$ cat config.mk
export PLATFORM = sky130hd
export DESIGN_NAME = multicycle_controller
export DESIGN_NICKNAME = d
export VERILOG_FILES = /design/src/rtl/multicycle_controller.sv
export SDC_FILE = /design/constraint.sdc
export NUM_CORES = 1
export LEC_CHECK = 0
export CORE_MARGIN = 4
export CORE_UTILIZATION = 40
export CTS_CLUSTER_SIZE = 14
export DETAILED_ROUTE_END_ITERATION = 6
export PLACE_DENSITY = 0.75
export SYNTH_ARGS = -nofsm -noshare
export SYNTH_HDL_FRONTEND = slang
export SYNTH_SLANG_ARGS = --single-unit
$ cat constraint.sdc
create_clock -name clk -period 6.9 [get_ports clk]
set_input_delay 0.69 -clock clk [delete_from_list [all_inputs] [get_ports clk]]
set_output_delay 0.69 -clock clk [all_outputs]
set_load 0.01 [all_outputs]
$ cat src/rtl/multicycle_controller.sv
`default_nettype none
// ============================================================================
// Module   : multicycle_controller
// Purpose  : Multi-cycle sequencer for the Mini-MIPS core. Steps each
//            instruction through FETCH, DECODE, EXEC, (FP_WAIT), (MEM), WB
//            and drives the IR/PC/data-memory/FP/register-file enables.
//            Every handshake wait is bounded by WAIT_LIMIT cycles; an expired
//            wait halts the core with a sticky error.
// Ports    : clk, reset (async, active-low), run
//            imem_ready, dmem_ready, fp_done         - handshake inputs
//            reg_write..fp_op, halt_instr           - decoded controls (DECODE)
//            alu_zero                               - ALU flag (EXEC)
//            imem_req, ir_load, pc_write, pc_src    - fetch / PC control
//            dmem_req, dmem_we, fp_start            - data memory / FP control
//            rf_write_enable, wb_sel                - write-back control
//            state, halted, error, instr_count      - status
// Revision : 1.0 - initial release
// ============================================================================
module multicycle_controller #(
   parameter int WAIT_LIMIT = 16,
   parameter int CNT_W      = 32
) (
   input  logic             clk,
   input  logic             reset,
   input  logic             run,
   input  logic             imem_ready,
   input  logic             dmem_ready,
   input  logic             reg_write,
   input  logic             mem_read,
   input  logic             mem_write,
   input  logic             mem_to_reg,
   input  logic             branch,
   input  logic             branch_type,
   input  logic             jump,
   input  logic             jr_control,
   input  logic             fp_op,
   input  logic             halt_instr,
   input  logic             alu_zero,
   input  logic             fp_done,
   output logic             imem_req,
   output logic             ir_load,
   output logic             pc_write,
   output logic [1:0]       pc_src,
   output logic             dmem_req,
   output logic             dmem_we,
   output logic             fp_start,
   output logic             rf_write_enable,
   output logic             wb_sel,
   output logic [2:0]       state,
   output logic             halted,
   output logic             error,
   output logic [CNT_W-1:0] instr_count
);

   typedef enum logic [2:0] {
      S_IDLE    = 3'd0,
      S_FETCH   = 3'd1,
      S_DECODE  = 3'd2,
      S_EXEC    = 3'd3,
      S_FP_WAIT = 3'd4,
      S_MEM     = 3'd5,
      S_WB      = 3'd6,
      S_HALT    = 3'd7
   } state_e;

   localparam int                WAIT_W    = $clog2(WAIT_LIMIT + 1);
   // Value of the wait counter during the WAIT_LIMIT-th cycle of a wait.
   localparam logic [WAIT_W-1:0] WAIT_LAST = WAIT_W'(WAIT_LIMIT - 1);

   state_e             state_q, state_d;
   logic [WAIT_W-1:0]  wait_q, wait_d;
   logic [CNT_W-1:0]   cnt_q, cnt_d;
   logic               err_q, err_d;
   // Controls latched in DECODE, consumed by EXEC/FP_WAIT/MEM/WB.
   logic               rw_q, rw_d, mr_q, mr_d, mw_q, mw_d, m2r_q, m2r_d;
   logic               br_q, br_d, bt_q, bt_d, fp_q, fp_d;

   logic               retire;
   logic               timeout;
   logic               waiting;
   state_e             boundary;

   always_ff @(posedge clk or negedge reset) begin
      if (!reset) begin
         state_q <= S_IDLE;
         wait_q  <= '0;
         cnt_q   <= '0;
         err_q   <= 1'b0;
         rw_q    <= 1'b0;
         mr_q    <= 1'b0;
         mw_q    <= 1'b0;
         m2r_q   <= 1'b0;
         br_q    <= 1'b0;
         bt_q    <= 1'b0;
         fp_q    <= 1'b0;
      end else begin
         state_q <= state_d;
         wait_q  <= wait_d;
         cnt_q   <= cnt_d;
         err_q   <= err_d;
         rw_q    <= rw_d;
         mr_q    <= mr_d;
         mw_q    <= mw_d;
         m2r_q   <= m2r_d;
         br_q    <= br_d;
         bt_q    <= bt_d;
         fp_q    <= fp_d;
      end
   end

   always_comb begin
      state_d  = state_q;
      rw_d     = rw_q;
      mr_d     = mr_q;
      mw_d     = mw_q;
      m2r_d    = m2r_q;
      br_d     = br_q;
      bt_d     = bt_q;
      fp_d     = fp_q;
      retire   = 1'b0;
      timeout  = 1'b0;
      ir_load  = 1'b0;
      pc_write = 1'b0;
      pc_src   = 2'b00;
      fp_start = 1'b0;
      boundary = run ? S_FETCH : S_IDLE;

      case (state_q)
         S_IDLE: begin
            if (run) state_d = S_FETCH;
         end
         S_FETCH: begin
            // Ready takes priority over an expiring wait.
            if (imem_ready) begin
               ir_load  = 1'b1;
               pc_write = 1'b1;
               state_d  = S_DECODE;
            end else if (wait_q == WAIT_LAST) begin
               timeout = 1'b1;
               state_d = S_HALT;
            end
         end
         S_DECODE: begin
            rw_d  = reg_write;
            mr_d  = mem_read;
            mw_d  = mem_write;
            m2r_d = mem_to_reg;
            br_d  = branch;
            bt_d  = branch_type;
            fp_d  = fp_op;
            if (halt_instr) begin
               state_d = S_HALT;
            end else if (jr_control || jump) begin
               pc_write = 1'b1;
               pc_src   = jr_control ? 2'b11 : 2'b10;
               retire   = 1'b1;
               state_d  = boundary;
            end else begin
               state_d = S_EXEC;
            end
         end
         S_EXEC: begin
            if (fp_q) begin
               fp_start = 1'b1;
               state_d  = S_FP_WAIT;
            end else if (br_q) begin
               // branch_type flips the sense: 0 = beq, 1 = bne.
               if (alu_zero ^ bt_q) begin
                  pc_write = 1'b1;
                  pc_src   = 2'b01;
               end
               retire  = 1'b1;
               state_d = boundary;
            end else if (mr_q || mw_q) begin
               state_d = S_MEM;
            end else if (rw_q) begin
               state_d = S_WB;
            end else begin
               retire  = 1'b1;
               state_d = boundary;
            end
         end
         S_FP_WAIT: begin
            if (fp_done) begin
               if (rw_q) begin
                  state_d = S_WB;
               end else begin
                  retire  = 1'b1;
                  state_d = boundary;
               end
            end else if (wait_q == WAIT_LAST) begin
               timeout = 1'b1;
               state_d = S_HALT;
            end
         end
         S_MEM: begin
            if (dmem_ready) begin
               if (mr_q) begin
                  state_d = S_WB;
               end else begin
                  retire  = 1'b1;
                  state_d = boundary;
               end
            end else if (wait_q == WAIT_LAST) begin
               timeout = 1'b1;
               state_d = S_HALT;
            end
         end
         S_WB: begin
            retire  = 1'b1;
            state_d = boundary;
         end
         S_HALT: begin
            state_d = S_HALT;
         end
         default: begin
            state_d = S_HALT;
         end
      endcase

      // Any state change (including entry into a wait state) clears the
      // counter; it only advances while a wait state holds.
      waiting = (state_q == S_FETCH) || (state_q == S_MEM) || (state_q == S_FP_WAIT);
      wait_d  = (waiting && (state_d == state_q)) ? (wait_q + WAIT_W'(1)) : '0;
      err_d   = err_q | timeout;
      cnt_d   = cnt_q + (retire ? CNT_W'(1) : CNT_W'(0));
   end

   assign state           = state_q;
   assign imem_req        = (state_q == S_FETCH);
   assign dmem_req        = (state_q == S_MEM);
   assign dmem_we         = (state_q == S_MEM) & mw_q;
   assign rf_write_enable = (state_q == S_WB);
   assign wb_sel          = (state_q == S_WB) & m2r_q;
   assign halted          = (state_q == S_HALT);
   assign error           = err_q;
   assign instr_count     = cnt_q;

endmodule
`default_nettype wire

==> flow_summary.toml, run 1 <==
[run_status]
status = "finished clean"

[sta]
timing.final.max_slew_violations = 0
setup_tns_ps = 0
clock.fmax_mhz = 305
skew_ps = 12.9
min_period_over_period_pct = 47.5
fin_crit_ps = 3280
holdWs_ps = 473
hold_viol = 0
rsz0062_at_grt = "false"
tightest_slew_ps = 690
setup_viol = 0
max_slew_margin_pct = 53.8

[die]
core_sq_um = 6030
die_h_microns = 87.3
die_x_microns = 87.3
initial_core_util_pct = 41.8
die_area_sq_um = 7620
rows = 28
io_pins = 64

[cells_and_area]
layout_common_cells = "62 x clkdlybuf4s50_1, 48 x dfrtp_1, 22 x xor2_1, 15 x nor3_1, 14 x nand2_1"
final_net_count = 319
antenna_cells = 0
final_common_cell = "clkdlybuf4s50_1"
syn2layout_area_growth_pct = 31.6
layout-drive-gt1-share_pct = 9.70
num-fill-cells = 539

[clock_tree]
cts_buffer_depth = 2
postCtsSetupBuffers = 0
cts_resized = 0
cts_tree = "done"
clk_latency_ps = 300
cts.hold.buffers_added = 0
htreeDepth = 2
cts-root-buf = "clkbuf_8"
cts.sinks = 48
clk_pin_slew_ps = 80
cts_buffers = 5

[power]
p_leak_uw = 0.00152
power.density_nw_per_um2 = 277
ir_drop_mv = 0.135

[setup_path]
cp_data_arrival_time_ps = 3500
cp_slowest_cell = "clkdlybuf4s50_1"
critPathKind = "primary input to flip-flop"
path_common_cell = "a21oi_1"
critPathLaunchType = "primary input"
cp_max_fo = 9
cpPeakStageDelay_ps = 540
cp-end-kind = "flip-flop"
crit_chain = "clkdlybuf4s50_1 > or3b_2 > a21oi_1 > a21oi_1 > a21oi_1 > ha_1 > ha_1 > nand2_1 > nor4_1 > xor2_1"
worstPathRequired_ps = 7120

[synth]
ys_ff_latch = 48
syn_inst = 234
synth_top_area_cell = "dfrtp_1"
ys_seq_area_share_pct = 47.7
syn_area_sq_um = 2520
synth_warnings = 0
syn_avg_cell_area_sq_um = 10.8
synthTopCellsByArea = "dfrtp_1 48%, xor2_1 7.7%, xnor2_1 3.8%"
synth.distinct_cells = 47
syn-num-nets = 255
synth_top_area_share_pct = 47.7

[grt]
grt-ovfl-total = 0
grt_start_max_net_pins = 49
antenna_found_initial = 0
grt_pass1_wl_mm = 9.45
grt.total_usage_pct = 15.5
first_global_vias = 2004

[route]
drc = 0
antenna_left = 0
routed_wl_mm = 5.61
detail_route.wl_per_cell_microns = 15.0
drtPass1Iterations = 4
vias = 1998
drt_iter0_markers = 52
vias_per_cell = 5.34

[placed_design]
portBuffers = 63
place.gp.congestion = 0.905
dp_hpwl_mm = 4.06

[run]
maxCapViolations = 0

[hold_path]
holdCritPathClass = "flip-flop to flip-flop"
## final timing paths
path,start,endpoint,slack [ps],cells past startpoint
hold reg to reg,instr_count[31],instr_count[31],470,1
hold / removal,instr_count[31],instr_count[31],470,1
max in group asynchronous,reset,wait_q[2],6010,2
setup reg to reg,state[2],instr_count[30],3820,9
min in group asynchronous,reset,instr_count[22],480,2
setup / recovery,fp_done,instr_count[30],3620,10
## state kept, by name, indices dropped and copies added, names as in the netlist
signal,flops
mr_q,1
instr_count,32
m2r_q,1
mw_q,1
rw_q,1
error,1
br_q,1
wait_q,5
bt_q,1
fp_q,1
state,3
## cell usage after synthesis (all sizes together)
cell,instances
or2,1
nand3b,1
clkbuf,3
mux2,7
or3b,1
nand4,4
a2bb2oi,1
a211oi,1
nand3,13
nor3,15
a211o,1
nand2b,6
and4,5
nand2,14
nor4,9
buf,4
o21bai,2
nor2b,3
a21oi,6
and2,3
o22ai,2
o21ai,5
mux2i,3
dfrtp,48
o2bb2ai,1
nor2,13
and3,10
o21a,2
a21o,1
a221o,1
nor3b,2
nor4b,1
xor2,22
inv,6
xnor2,11
ha,4
a222oi,1
a32oi,1
## logic make-up (layout without fill, tap and decap cells)
logic type,Yosys count,in the layout,synth area share [%]
xor gates and xnor gates,33,33,11.5
muxes,10,10,4.33
DFF,48,48,47.7
buffers and inverters,13,78,2.44
and+or+nand+nor,101,101,25.4
adders and majority gates,4,4,1.99
AOI/OAI and AO/OA,25,25,6.66
## area by class of cell
cell class              count  area [sq um]  area share (%)
well taps                  75          93.8            2.83
clock buffers               6          72.6            2.19
inverters                   6          22.5           0.680
clock inverters             2          35.0            1.06
flip-flops and latches     48          1200            36.3
multi-input cells         173          1250            37.9
repair buffers             64           633            19.1
## critical path: cells and delay by family
kind                     cells  cell delay (ps)
AO/OA/AOI/OAI                3              440
adder cells (fa/ha/maj)      2              590
buffers and inverters        1              540
XOR/XNOR                     1              170
AND/OR/NAND/NOR              3             1060
## power breakdown
| part | switching (uW) | internal [uW] | total (uW) |
|---|---|---|---|
| combinational | 135 | 169 | 304 |
| sequential | 83.5 | 329 | 413 |
| clock | 92.8 | 108 | 200 |
| total | 312 | 606 | 918 |
## per-layer routing
| metal | vias up | GRT usage [%] | part of all wire [%] |
|---|---|---|---|
| met2 | 71 | 24.1 | 46 |
| met5 | - | 0 | 0 |
| met1 | 961 | 21.4 | 46 |
| met4 | 0 | 4.04 | 0.94 |
| met3 | 6 | 3.88 | 7.8 |
| li1 | 960 | - | - |
## stage by stage
stage / instances / worst slack [ps] / total power (uW) / cell area [sq um] / util [%]
after CTS: 374 / 3610 / 930 / 3310 / 55.0
final: 374 / 3620 / 918 / 3310 / 55.0
after detailed placement: 366 / 3330 / 726 / 3200 / 53.2
after floorplan: 234 / 4130 / 586 / 2520 / -
after global routing: 374 / 3340 / 978 / 3310 / 55.0
after global placement: 366 / 3460 / 718 / 3200 / 53.2
Note: power is estimated with default switching activity, not from simulation.
==> inputs of run 2 (changes only) <==
Settings changed: PLACE_DENSITY 0.75 to 0.78.
Clock period 6.9 ns to 2.85 ns, I/O delays scaled along.
==> flow_summary.toml, run 2 (synthesis gave the netlist of run 1 again) <==
[run_status]
status = "finished clean"

[die]
die_x_microns = 87.3
io_pins = 64
die_area_sq_um = 7620
die_h_microns = 87.3
rows = 28
core_sq_um = 6030
initial_core_util_pct = 41.8

[power]
p_leak_uw = 0.00154
ir_drop_mv = 0.387
power.density_nw_per_um2 = 654

[clock_tree]
htreeDepth = 2
cts_buffer_depth = 2
clk_pin_slew_ps = 80
cts_buffers = 5
cts.sinks = 48
clk_latency_ps = 300
cts_tree = "done"
postCtsSetupBuffers = 0
cts-root-buf = "clkbuf_8"

[setup_path]
critPathLaunchType = "primary input"
cp_data_arrival_time_ps = 2790
cp-end-kind = "flip-flop"
cp_max_fo = 9
reg2reg_slack_ps = 380
critPathKind = "primary input to flip-flop"
worstPathRequired_ps = 3080

[route]
drtPass1Iterations = 4
vias = 2078
drt_iter0_markers = 100
detail_route.wl_per_cell_microns = 15.2
vias_per_cell = 5.45
antenna_left = 0
drc = 0
routed_wl_mm = 5.80

[grt]
first_global_vias = 2051
grt.total_usage_pct = 16.2
grt_pass1_wl_mm = 9.92
antenna_found_initial = 0
grt_start_max_net_pins = 28
grt-ovfl-total = 0

[sta]
timing.final.max_slew_violations = 0
min_period_over_period_pct = 89.8
setup_tns_ps = 0
hold_viol = 0
tightest_slew_ps = 740
holdWs_ps = 476
setup_viol = 0
max_slew_margin_pct = 50.5
rsz0062_at_grt = "false"
skew_ps = 5.61
fin_crit_ps = 2560
clock.fmax_mhz = 391

[cells_and_area]
finish.utilization_pct = 55.6
syn2layout_area_growth_pct = 33.1
layout-drive-gt1-share_pct = 11.1
largest_reg_flops = 32
antenna_cells = 0
final_common_cell = "clkdlybuf4s50_1"
final_net_count = 326
layout_common_cells = "62 x clkdlybuf4s50_1, 48 x dfrtp_1, 22 x xor2_1, 15 x nor3_1, 14 x nand2_1"
stdcell_area_sq_um = 3350

[placed_design]
dpl_cell_area_sq_um = 3250
place.gp.congestion = 0.870
dp_hpwl_mm = 4.31
portBuffers = 63

[hold_path]
holdCritPathClass = "flip-flop to flip-flop"

[run]
maxCapViolations = 0
[run 2: final cells by class]
type	instances	area, sq um
inverters	6	22.5
fillers	522	2680
flip-flops and latches	48	1200
repair buffers	71	688
clock buffers	8	90.1
multi-input cells	173	1250
well taps	75	93.8
[run 2: power by group]
part	internal (uW)	switching, uW	total, uW
Combinational	441	410	851
Clock	198	218	416
Sequential	799	123	922
Total	1440	752	2190
[run 2: path summary, 6_finish.rpt]
path,depth (start not counted),endpoint,start
worst min-delay path,1,wait_q[0],wait_q[0]
worst max-delay path,10,instr_count[26],fp_done
worst max register to register,9,instr_count[26],state[0]
min in group asynchronous,2,mr_q,reset
max in group asynchronous,3,wait_q[4],reset
worst min register to register,1,wait_q[0],wait_q[0]
[run 2: what timing repair did]
| item | 4_1_cts | 5_1_grt |
|---|---|---|
| hold endpoints to repair | 21 | 0 |
| hold buffers | 1 | 0 |
| resized for setup | 0 | 0 |
[run 2: per-stage QoR]
step,std cells,total power (uW),worst slack (ps)
after floorplan,234,1420,75.5
after global placement,372,1770,48.2
after detailed placement,372,1790,-34.0
after CTS,381,2210,292
after global routing,381,2340,37.7
final,381,2190,290
[run 2: critical path, cell delays in order]
cell and delay, ps:
clkdlybuf4s50_1 560, or3b_2 460, a21oi_1 190, a21oi_1 60
a21oi_1 130, ha_1 200, ha_1 170, nand2_1 210
nor4_1 360, xor2_1 170
[run 2: per-layer routing]
metal | up-vias | global-route usage, % | wire length [microns]
li1 | 979 | - | -
met1 | 1019 | 22.2 | 2630
met2 | 74 | 25.5 | 2670
met3 | 6 | 4.73 | 441
met4 | 0 | 3.77 | 61
met5 | - | 0 | 0
==> inputs of run 3 (changes only) <==
Settings changed: CELL_PAD_IN_SITES_DETAIL_PLACEMENT from default to 1, CELL_PAD_IN_SITES_GLOBAL_PLACEMENT from default to 2, CORE_UTILIZATION 40 to 28, PLACE_DENSITY 0.78 to 0.85.
==> flow_summary.toml, run 3 (synthesis gave the netlist of run 1 again) <==
[run_status]
status = "finished clean"

[route]
vias_per_cell = 4.96
routed_wl_mm = 6.87
detail_route.wl_per_cell_microns = 16.4
vias = 2078
drt_iter0_markers = 65
drtPass1Iterations = 4
drc = 0
antenna_left = 0

[sta]
min_period_over_period_pct = 91.6
hold_viol = 0
setup_viol = 0
rsz0062_at_grt = "false"
max_slew_margin_pct = 56.2
clock.fmax_mhz = 383
fin_crit_ps = 2610
tightest_slew_ps = 655
timing.final.max_slew_violations = 0
layout_setup_ws_ps = 240
skew_ps = 6.85

[setup_path]
path_common_cell = "a21oi_1"
cp_max_fo = 9
crit_chain = "clkdlybuf4s50_1 > or3b_2 > a21oi_1 > a21oi_1 > a21oi_1 > ha_1 > ha_1 > nand2_1 > nor4_1 > xor2_1"
cp_slowest_cell = "clkdlybuf4s50_1"
critPathLaunchType = "primary input"
cpPeakStageDelay_ps = 560
cp_data_arrival_time_ps = 2840
worstPathRequired_ps = 3080
critPathKind = "primary input to flip-flop"
cp-end-kind = "flip-flop"

[clock_tree]
cts_buffers = 5
htreeDepth = 2
cts_buffer_depth = 2
cts-root-buf = "clkbuf_8"
postCtsSetupBuffers = 0
clk_latency_ps = 300
clk_pin_slew_ps = 90
cts.sinks = 48
cts_tree = "done"

[die]
die_area_sq_um = 10600
rows = 34
die_h_microns = 103
die_x_microns = 103
core_sq_um = 8720
initial_core_util_pct = 28.9
io_pins = 64

[cells_and_area]
layout-drive-gt1-share_pct = 13.2
stdcell_area_sq_um = 3450
largest_reg_flops = 32
final_net_count = 331
finish.utilization_pct = 39.6
antenna_cells = 0
seq_area_sq_um = 1200
layout_common_cells = "62 x clkdlybuf4s50_1, 48 x dfrtp_1, 22 x xor2_1, 15 x nor3_1, 14 x nand2_1"
syn2layout_area_growth_pct = 37.3
final_common_cell = "clkdlybuf4s50_1"
multiInputGateArea_sq_um = 1250
num-fill-cells = 982

[grt]
grt.total_usage_pct = 13.7
grt_pass1_wl_mm = 11.4
grt-ovfl-total = 0
first_global_vias = 2193
grt_start_max_net_pins = 29
antenna_found_initial = 0

[power]
p_total_uw = 2340
p_leak_uw = 0.00158
power.density_nw_per_um2 = 678
ir_drop_mv = 0.309

[placed_design]
post-place-ws_ps = -97.6
place.gp.congestion = 0.837
portBuffers = 63
dp_hpwl_mm = 5.23
dpl_cell_area_sq_um = 3330

[run]
maxCapViolations = 0

[hold_path]
holdCritPathClass = "flip-flop to flip-flop"
-- run 3: area by class of cell --
class | instances | share of cell area (%)
well taps | 108 | 3.91
multi-input cells | 173 | 36.3
inverters | 6 | 0.652
flip-flops and latches | 48 | 34.8
repair buffers | 76 | 21.0
clock inverters | 3 | 1.38
clock buffers | 5 | 1.99
-- run 3: layer usage --
| metal | vias up | share of wire (%) | GRT usage, % |
|---|---|---|---|
| li1 | 992 | - | - |
| met1 | 1016 | 48 | 19.1 |
| met4 | 0 | 0.95 | 3.88 |
| met5 | - | 0 | 0 |
| met2 | 63 | 45 | 21.2 |
| met3 | 7 | 6.0 | 3.59 |
-- run 3: final timing paths --
kind                                 start              end  slack (ps)  depth (start not counted)
min reg2reg                instr_count[31]  instr_count[31]         480                          1
min                        instr_count[31]  instr_count[31]         480                          1
min in group asynchronous            reset   instr_count[5]         530                          2
max                                fp_done  instr_count[30]         240                         10
max reg2reg                           rw_q  instr_count[30]         340                          9
max in group asynchronous            reset  instr_count[28]        1720                          3
-- run 3: per-stage QoR --
step	setup TNS, ps	hold slack [ps]	std cells
floorplan	0	-10.6	234
global placement	-17.7	343	410
detailed placement	-424	337	410
CTS	0	482	419
global route	0	502	419
finish	0	478	419
-- run 3: power breakdown --
group          internal [uW]  switching, uW
Combinational            468            446
Sequential               799            123
Clock                    264            243
Total                   1530            812
-- run 3: repair_timing --
item	4_1_cts	5_1_grt
endpoints found under the hold margin	26	0
resized for setup	0	0
hold buffers	1	0
-- run 3: worst max-delay path: cells and delay by family --
family,cells,cell delay (ps)
compound gates,3,400
xor+xnor,1,170
fa+ha+maj,2,390
simple gates,3,1040
buf+inv,1,560
